File: src/rtl/voice_mixer_pkg.sv
// Shared audio package for the voice mixer: default widths, FSM encoding
// and the accumulator/index width helpers.
package voice_mixer_pkg;

   localparam int DEFAULT_NUM_VOICES = 3;
   localparam int DEFAULT_SAMPLE_W   = 16;
   localparam int DEFAULT_SHIFT_W    = 2;

   typedef enum logic [1:0] {
      COLLECT = 2'd0,
      ACCUM   = 2'd1,
      OUT     = 2'd2
   } mix_state_t;

   // One guard bit per doubling of the voice count, plus one so the
   // most negative sum of NUM_VOICES full-scale samples still fits.
   function automatic int acc_width(input int num_voices, input int sample_w);
      return sample_w + $clog2(num_voices) + 1;
   endfunction

   function automatic int index_width(input int num_voices);
      return (num_voices > 1) ? $clog2(num_voices) : 1;
   endfunction

endpackage

File: src/rtl/voice_mixer_sat_reduce.sv
// Saturating reducer: narrows a signed value to OUT_W bits, clamping to
// the most positive / most negative code when it does not fit.
module sat_reduce #(
   parameter int IN_W  = 19,
   parameter int OUT_W = 16
) (
   input  logic signed [IN_W-1:0]  din,
   output logic signed [OUT_W-1:0] dout,
   output logic                    saturated
);

   localparam logic signed [OUT_W-1:0] MAX_VAL = {1'b0, {(OUT_W-1){1'b1}}};
   localparam logic signed [OUT_W-1:0] MIN_VAL = {1'b1, {(OUT_W-1){1'b0}}};

   logic [IN_W-OUT_W:0] top_bits;

   // The value fits only if every bit above the output sign bit matches it.
   always_comb begin
      top_bits  = din[IN_W-1:OUT_W-1];
      saturated = !((top_bits == '0) || (top_bits == '1));
      if (!saturated)
         dout = din[OUT_W-1:0];
      else if (din[IN_W-1])
         dout = MIN_VAL;
      else
         dout = MAX_VAL;
   end

endmodule

File: src/rtl/voice_mixer.sv
// Multi-voice mixer: collects one strobed sample per enabled voice, then
// sums the attenuated samples one voice per cycle and emits a saturated mix.
module voice_mixer
   import voice_mixer_pkg::*;
#(
   parameter int NUM_VOICES = DEFAULT_NUM_VOICES,
   parameter int SAMPLE_W   = DEFAULT_SAMPLE_W,
   parameter int SHIFT_W    = DEFAULT_SHIFT_W
) (
   input  logic                           clk,
   input  logic                           reset,
   input  logic [NUM_VOICES*SAMPLE_W-1:0] voice_sample,
   input  logic [NUM_VOICES-1:0]          voice_ready,
   input  logic [NUM_VOICES-1:0]          voice_enable,
   input  logic [NUM_VOICES*SHIFT_W-1:0]  voice_shift,
   input  logic                           clip_clear,
   output logic [SAMPLE_W-1:0]            mix_sample,
   output logic                           mix_valid,
   output logic                           clip,
   output logic                           overrun,
   output logic                           busy
);

   localparam int ACC_W = acc_width(NUM_VOICES, SAMPLE_W);
   localparam int IDX_W = index_width(NUM_VOICES);
   localparam logic [IDX_W-1:0] LAST_IDX = IDX_W'(NUM_VOICES - 1);

   mix_state_t state, state_next;

   logic [SAMPLE_W-1:0]    capture  [NUM_VOICES];
   logic [NUM_VOICES-1:0]  pending;
   logic [SAMPLE_W-1:0]    mix_bank [NUM_VOICES];
   logic [SHIFT_W-1:0]     mix_shift[NUM_VOICES];
   logic [NUM_VOICES-1:0]  mix_en;
   logic [IDX_W-1:0]       idx;
   logic signed [ACC_W-1:0] acc;

   logic                    start_frame;
   logic signed [SAMPLE_W-1:0] shifted;
   logic signed [ACC_W-1:0] addend;
   logic signed [SAMPLE_W-1:0] sat_value;
   logic                    sat_hit;

   // A strobe arriving this cycle counts toward completing the frame.
   assign start_frame = (state == COLLECT) && (|voice_enable) &&
                        (&(pending | voice_ready | ~voice_enable));
   assign busy = (state != COLLECT);

   always_ff @(posedge clk or negedge reset) begin
      if (!reset)
         state <= COLLECT;
      else
         state <= state_next;
   end

   always_comb begin
      state_next = state;
      case (state)
         COLLECT: if (start_frame) state_next = ACCUM;
         ACCUM:   if (idx == LAST_IDX) state_next = OUT;
         OUT:     state_next = COLLECT;
         default: state_next = COLLECT;
      endcase
   end

   // Capture bank keeps loading in every state so the next frame can fill
   // while the current one is being summed from the mix bank.
   always_ff @(posedge clk or negedge reset) begin
      if (!reset) begin
         for (int i = 0; i < NUM_VOICES; i++) capture[i] <= '0;
         pending <= '0;
         overrun <= 1'b0;
      end else begin
         for (int i = 0; i < NUM_VOICES; i++)
            if (voice_ready[i]) capture[i] <= voice_sample[i*SAMPLE_W +: SAMPLE_W];
         pending <= start_frame ? '0 : (pending | voice_ready);
         overrun <= |(voice_ready & pending);
      end
   end

   always_ff @(posedge clk or negedge reset) begin
      if (!reset) begin
         for (int i = 0; i < NUM_VOICES; i++) begin
            mix_bank[i]  <= '0;
            mix_shift[i] <= '0;
         end
         mix_en <= '0;
      end else if (start_frame) begin
         for (int i = 0; i < NUM_VOICES; i++) begin
            mix_bank[i]  <= voice_ready[i] ? voice_sample[i*SAMPLE_W +: SAMPLE_W]
                                           : capture[i];
            mix_shift[i] <= voice_shift[i*SHIFT_W +: SHIFT_W];
         end
         mix_en <= voice_enable;
      end
   end

   always_comb begin
      shifted = $signed(mix_bank[idx]) >>> mix_shift[idx];
      addend  = {{(ACC_W-SAMPLE_W){shifted[SAMPLE_W-1]}}, shifted};
   end

   always_ff @(posedge clk or negedge reset) begin
      if (!reset) begin
         acc <= '0;
         idx <= '0;
      end else if (start_frame) begin
         acc <= '0;
         idx <= '0;
      end else if (state == ACCUM) begin
         if (mix_en[idx]) acc <= acc + addend;
         idx <= idx + IDX_W'(1);
      end
   end

   sat_reduce #(
      .IN_W  (ACC_W),
      .OUT_W (SAMPLE_W)
   ) u_sat (
      .din       (acc),
      .dout      (sat_value),
      .saturated (sat_hit)
   );

   // clip_clear wins over a clip raised by the same frame.
   always_ff @(posedge clk or negedge reset) begin
      if (!reset) begin
         mix_sample <= '0;
         mix_valid  <= 1'b0;
         clip       <= 1'b0;
      end else begin
         mix_valid <= (state == OUT);
         if (state == OUT) mix_sample <= sat_value;
         if (clip_clear)
            clip <= 1'b0;
         else if ((state == OUT) && sat_hit)
            clip <= 1'b1;
      end
   end

endmodule

File: config.mk
export PLATFORM = sky130hd
export DESIGN_NAME = voice_mixer
export DESIGN_NICKNAME = d
export VERILOG_FILES = /design/src/rtl/voice_mixer_pkg.sv /design/src/rtl/voice_mixer_sat_reduce.sv /design/src/rtl/voice_mixer.sv
export SDC_FILE = /design/constraint.sdc
export NUM_CORES = 1
export LEC_CHECK = 0
export ABC_AREA = 0
export CAP_MARGIN = 0
export CORE_ASPECT_RATIO = 1.1
export CORE_MARGIN = 5
export CORE_UTILIZATION = 25
export CTS_CLUSTER_SIZE = 20
export DETAILED_ROUTE_END_ITERATION = 7
export GPL_TIMING_DRIVEN = 0
export PLACE_DENSITY = 0.45
export SLEW_MARGIN = 0
export SYNTH_ARGS = -nofsm -noshare
export SYNTH_HDL_FRONTEND = slang
export SYNTH_SLANG_ARGS = --single-unit
File: constraint.sdc
create_clock -name clk -period 3.9 [get_ports clk]
set_input_delay 0.78 -clock clk [delete_from_list [all_inputs] [get_ports clk]]
set_output_delay 0.78 -clock clk [all_outputs]
set_load 0.01 [all_outputs]
==> metrics.txt <==
# TYPE chip_impl_metric gauge
chip_impl_info{name="status",value="finished, final reports clean"} 1
chip_impl_metric{name="antennaDiodeCount",unit=""} 0
chip_impl_metric{name="die_area",unit="um^2"} 33320
chip_impl_metric{name="route.met2.wl",unit="um"} 9399
chip_impl_metric{name="cts_hold_buf",unit=""} 0
chip_impl_metric{name="timing.critical_path.slowest_cell_delay",unit="ns"} 0.40
chip_impl_metric{name="number_of_enable_flip_flop_cells_after_synthesis",unit=""} 0
chip_impl_metric{name="grt_remaining_overflow",unit=""} 0
chip_impl_metric{name="finalNetCount",unit=""} 845
chip_impl_metric{name="syn_nets",unit=""} 740
chip_impl_info{name="commonest_register_cell_after_synthesis",value="sky130_fd_sc_hd__dfrtp_1"} 1
chip_impl_metric{name="grt_pass1_wl",unit="um"} 31420
chip_impl_metric{name="detailed_route_wirelength_on_metal3",unit="um"} 550
chip_impl_metric{name="drt_pass1_iterations",unit=""} 4
chip_impl_metric{name="finalWeightedCongestion",unit=""} 0.7645
chip_impl_metric{name="final-setup-viol-count",unit=""} 0
chip_impl_metric{name="cp_data_arrival_time",unit="ns"} 3.97
chip_impl_info{name="critical_path.endpoint_type",value="register"} 1
chip_impl_metric{name="synth.yosys.warnings",unit=""} 0
chip_impl_metric{name="maximum_number_of_buffers_from_clock_root_to_sink",unit=""} 2
chip_impl_metric{name="post-route-drc-count",unit=""} 0
chip_impl_info{name="root_buffer",value="sky130_fd_sc_hd__clkbuf_16"} 1
chip_impl_metric{name="drv_cap",unit=""} 0
chip_impl_metric{name="pin_count",unit=""} 83
chip_impl_metric{name="die_width",unit="um"} 174.5
chip_impl_metric{name="regToRegSetupSlack",unit="ns"} 0.22
chip_impl_metric{name="std_cell_rows",unit=""} 66
chip_impl_metric{name="pin_count_of_the_biggest_net_entering_global_routing",unit=""} 113
chip_impl_info{name="critPathKind",value="reg -> reg"} 1
chip_impl_metric{name="port_buffers",unit=""} 79
chip_impl_metric{name="timing.slew.headroom",unit=""} 0.5226
chip_impl_metric{name="finish.instance_area",unit="um^2"} 9475
chip_impl_metric{name="timing.final.crit_period",unit="ns"} 3.681
chip_impl_metric{name="post_synthesis_instance_total",unit=""} 657
chip_impl_info{name="top_layer",value="met4"} 1
chip_impl_metric{name="post_layout_nonfiller_instances",unit=""} 1149
chip_impl_info{name="crit_path_cell_trace",value="clkbuf_4 -> buf_8 -> buf_8 -> mux2i_2 -> o21ai_0 -> mux2i_1 -> mux2i_1 -> ha_1 -> fa_1 -> a21o_1 -> a221oi_4 -> o21ai_2 -> a31oi_1 -> xor2_1 -> o21ai_0"} 1
chip_impl_metric{name="via_per_inst",unit=""} 4.555
chip_impl_metric{name="max_slew.worst_pin.slew",unit="ns"} 0.7161
chip_impl_metric{name="detail_route.wl_per_cell",unit="um"} 16.91
chip_impl_metric{name="dpl.cell_count",unit=""} 1111
chip_impl_metric{name="cts_inserted_buffers",unit=""} 17
chip_impl_info{name="cts_tree",value="yes"} 1
chip_impl_info{name="timing.hold.worst.class",value="in -> async"} 1
chip_impl_metric{name="final.period_utilization",unit=""} 0.9439
chip_impl_metric{name="wirelength_met1",unit="um"} 9294
chip_impl_metric{name="drtIter0Drc",unit=""} 174
chip_impl_metric{name="post_route_cells_drive_above_1_share",unit=""} 0.1613
chip_impl_metric{name="post_dp_cell_area",unit="um^2"} 8733
chip_impl_metric{name="fin_skew",unit="ns"} 0.008495
chip_impl_metric{name="cts_htree_levels",unit=""} 4
chip_impl_metric{name="synth-seq-area-share",unit=""} 0.5044
chip_impl_metric{name="synth-async-reset-ratio",unit=""} 1.000
chip_impl_metric{name="via_total_after_detailed_routing",unit=""} 5234
chip_impl_metric{name="numClockSinks",unit=""} 150
chip_impl_metric{name="synth_area_per_cell",unit="um^2"} 11.33
chip_impl_metric{name="cp_data_required_time",unit="ns"} 4.19
chip_impl_metric{name="first_global_vias",unit=""} 5532
chip_impl_info{name="setup.worst_path.start_class",value="register"} 1
chip_impl_metric{name="report.final.slew_viol_count",unit=""} 0
chip_impl_metric{name="ant_nets",unit=""} 0
chip_impl_metric{name="worst-path-max-fanout",unit=""} 10
chip_impl_metric{name="grt_util_all_layers",unit=""} 0.1206
chip_impl_metric{name="dp_worst_setup_slack",unit="ns"} -0.2632
chip_impl_metric{name="post_synth_num_cell_types",unit=""} 58
chip_impl_metric{name="layout-area-overhead-vs-synth",unit="%"} 27.32
chip_impl_metric{name="fmaxAchievable",unit="MHz"} 271.6
chip_impl_metric{name="vdd_drop_max",unit="V"} 0.0002918
chip_impl_metric{name="dpl.hpwl",unit="um"} 14420
chip_impl_info{name="rsz0062_at_grt",value="no"} 1
chip_impl_metric{name="clkSlewWorstSetupHoldPaths",unit="ns"} 0.07
chip_impl_metric{name="initial_core_utilization",unit=""} 0.2524
chip_impl_metric{name="core_region_area",unit="um^2"} 29480
chip_impl_metric{name="clock_insertion_delay_worst_skew",unit="ns"} 0.42
chip_impl_metric{name="ff2ff_path_depth",unit=""} 15
chip_impl_metric{name="synth_seq_cells",unit=""} 150
chip_impl_info{name="worst_path_max_delay_cell",value="sky130_fd_sc_hd__fa_1"} 1
chip_impl_metric{name="num-fill-cells",unit=""} 3050
chip_impl_metric{name="p_per_area",unit="nW/um^2"} 940.0
chip_impl_metric{name="post-route-worst-setup-slack",unit="ns"} 0.2186
chip_impl_metric{name="synth_cell_area",unit="um^2"} 7442
chip_impl_metric{name="grt_antenna_before_repair",unit=""} 0
chip_impl_metric{name="power_leakage",unit="nW"} 4.020
chip_impl_metric{name="die_height",unit="um"} 191.0
chip_impl_metric{name="totalWireLength",unit="um"} 19430
chip_impl_metric{name="report.final.hold_viol_count",unit=""} 0
[area by class of cell]
class / instances / area [um^2] / area share
sequential: 150 / 3754 / 0.3961
multi-input combinational: 456 / 3486 / 0.3679
timing repair buffer: 86 / 868.3 / 0.09164
tap: 374 / 467.9 / 0.04939
clock buffer: 17 / 425.4 / 0.04490
buffer: 39 / 242.7 / 0.02562
clock inverter: 15 / 186.4 / 0.01968
inverter: 12 / 45.04 / 0.004754
[state kept, by name, summed over array words and instances, names as in the netlist]
name and cells:
acc 19, mix_bank 48, overrun 1, clip 1, mix_sample 16, mix_valid 1
capture 48, pending 3, mix_en 3, state 2, idx 2, mix_shift 6
[cell usage after synthesis, drive strengths merged (9+ instances only)]
cell type | n | share of area
mux2i | 48 | 0.065
o21ai | 42 | 0.029
inv | 12 | 0.0061
nor3 | 9 | 0.0067
clkbuf | 21 | 0.011
buf | 18 | 0.018
nor2 | 35 | 0.019
dfrtp | 150 | 0.50
mux2 | 99 | 0.15
nand2 | 70 | 0.035
a21o | 9 | 0.0091
a21oi | 32 | 0.022
nand3 | 20 | 0.013
ha | 19 | 0.032
[worst max-delay path, delay by kind of cell (launching register included)]
kind,cells,cell delay (ns)
buffers and inverters,3,0.57
AO/OA/AOI/OAI,6,1.24
adder cells (fa/ha/maj),2,0.62
flip-flops,1,0.35
XOR/XNOR,1,0.18
multiplexers,3,0.60
[where the power goes]
group          internal, mW  leakage [nW]  switching [mW]
clock                 0.973         0.294           0.748
combinational          2.03          1.93            2.74
sequential             2.11          1.79           0.297
total                  5.12          4.02            3.79
[what timing repair did]
action                     CTS  global route
setup endpoints to repair    8            11
resized for setup            7            13
pin swaps                    0             4
buffers inserted             0             6
[layout by cell type (no fill, tap or decap), types with 4 or more instances in the layout]
master / synthesis / layout
sky130_fd_sc_hd__and2_1: 7 / 7
sky130_fd_sc_hd__buf_6: 6 / 7
sky130_fd_sc_hd__ha_1: 19 / 19
sky130_fd_sc_hd__nand4_1: 4 / 4
sky130_fd_sc_hd__a211oi_1: 4 / 4
sky130_fd_sc_hd__nand3_1: 20 / 20
sky130_fd_sc_hd__clkdlybuf4s50_1: 0 / 78
sky130_fd_sc_hd__mux2i_1: 48 / 47
sky130_fd_sc_hd__o211ai_1: 4 / 4
sky130_fd_sc_hd__xnor2_1: 6 / 6
sky130_fd_sc_hd__a21oi_1: 32 / 32
sky130_fd_sc_hd__clkbuf_16: 0 / 17
sky130_fd_sc_hd__and3_1: 5 / 5
sky130_fd_sc_hd__clkbuf_1: 21 / 18
sky130_fd_sc_hd__dfrtp_1: 150 / 150
sky130_fd_sc_hd__o21ai_0: 39 / 39
sky130_fd_sc_hd__xor2_1: 7 / 7
sky130_fd_sc_hd__inv_6: 0 / 4
sky130_fd_sc_hd__nor3_1: 8 / 8
sky130_fd_sc_hd__nor2_1: 33 / 33
sky130_fd_sc_hd__a21o_1: 9 / 9
sky130_fd_sc_hd__inv_1: 12 / 12
sky130_fd_sc_hd__mux2_2: 53 / 53
sky130_fd_sc_hd__buf_4: 4 / 8
sky130_fd_sc_hd__nand2_1: 70 / 70
sky130_fd_sc_hd__mux2_1: 46 / 46
[worst paths after layout]
check                                         startpoint                   endpoint
worst max-delay path                  idx[1]$_DFFE_PN0P_        acc[16]$_DFFE_PN0P_
worst min register to register  mix_shift[5]$_DFFE_PN0P_   mix_shift[5]$_DFFE_PN0P_
max in group asynchronous                          reset    mix_bank[9]$_DFFE_PN0P_
worst min-delay path                               reset  mix_sample[1]$_DFFE_PN0P_
min in group clk                mix_shift[5]$_DFFE_PN0P_   mix_shift[5]$_DFFE_PN0P_
worst max register to register        idx[1]$_DFFE_PN0P_        acc[16]$_DFFE_PN0P_
[per-stage QoR]
stage | power (mW) | hold slack (ns) | util | TNS, ns
floorplan | 5.675 | 0.4450 | - | 0
global placement | 7.061 | 0.4646 | 0.2951 | -684.59
detailed placement | 7.093 | 0.4616 | 0.2962 | -0.9422
CTS | 8.899 | 0.2224 | 0.3182 | 0
global route | 9.679 | 0.2253 | 0.3214 | 0
finish | 8.907 | 0.2237 | 0.3214 | 0
[kinds of logic after synthesis]
group	after synthesis	share of synthesized area
AND/OR/NAND/NOR	163	0.1000
AO/OA/AOI/OAI	113	0.09667
multiplexers	147	0.2144
buffers and inverters	51	0.03463
adder cells (fa/ha/maj)	20	0.03463
XOR/XNOR	13	0.01530
flip-flops	150	0.5044
[per-layer routing]
metal | up-vias | GRT usage
met5 | - | 0
met2 | 80 | 0.1993
met4 | 0 | 0.03022
met3 | 16 | 0.02334
met1 | 2589 | 0.1636
li1 | 2549 | -
Note: power is estimated with default switching activity, not from simulation.
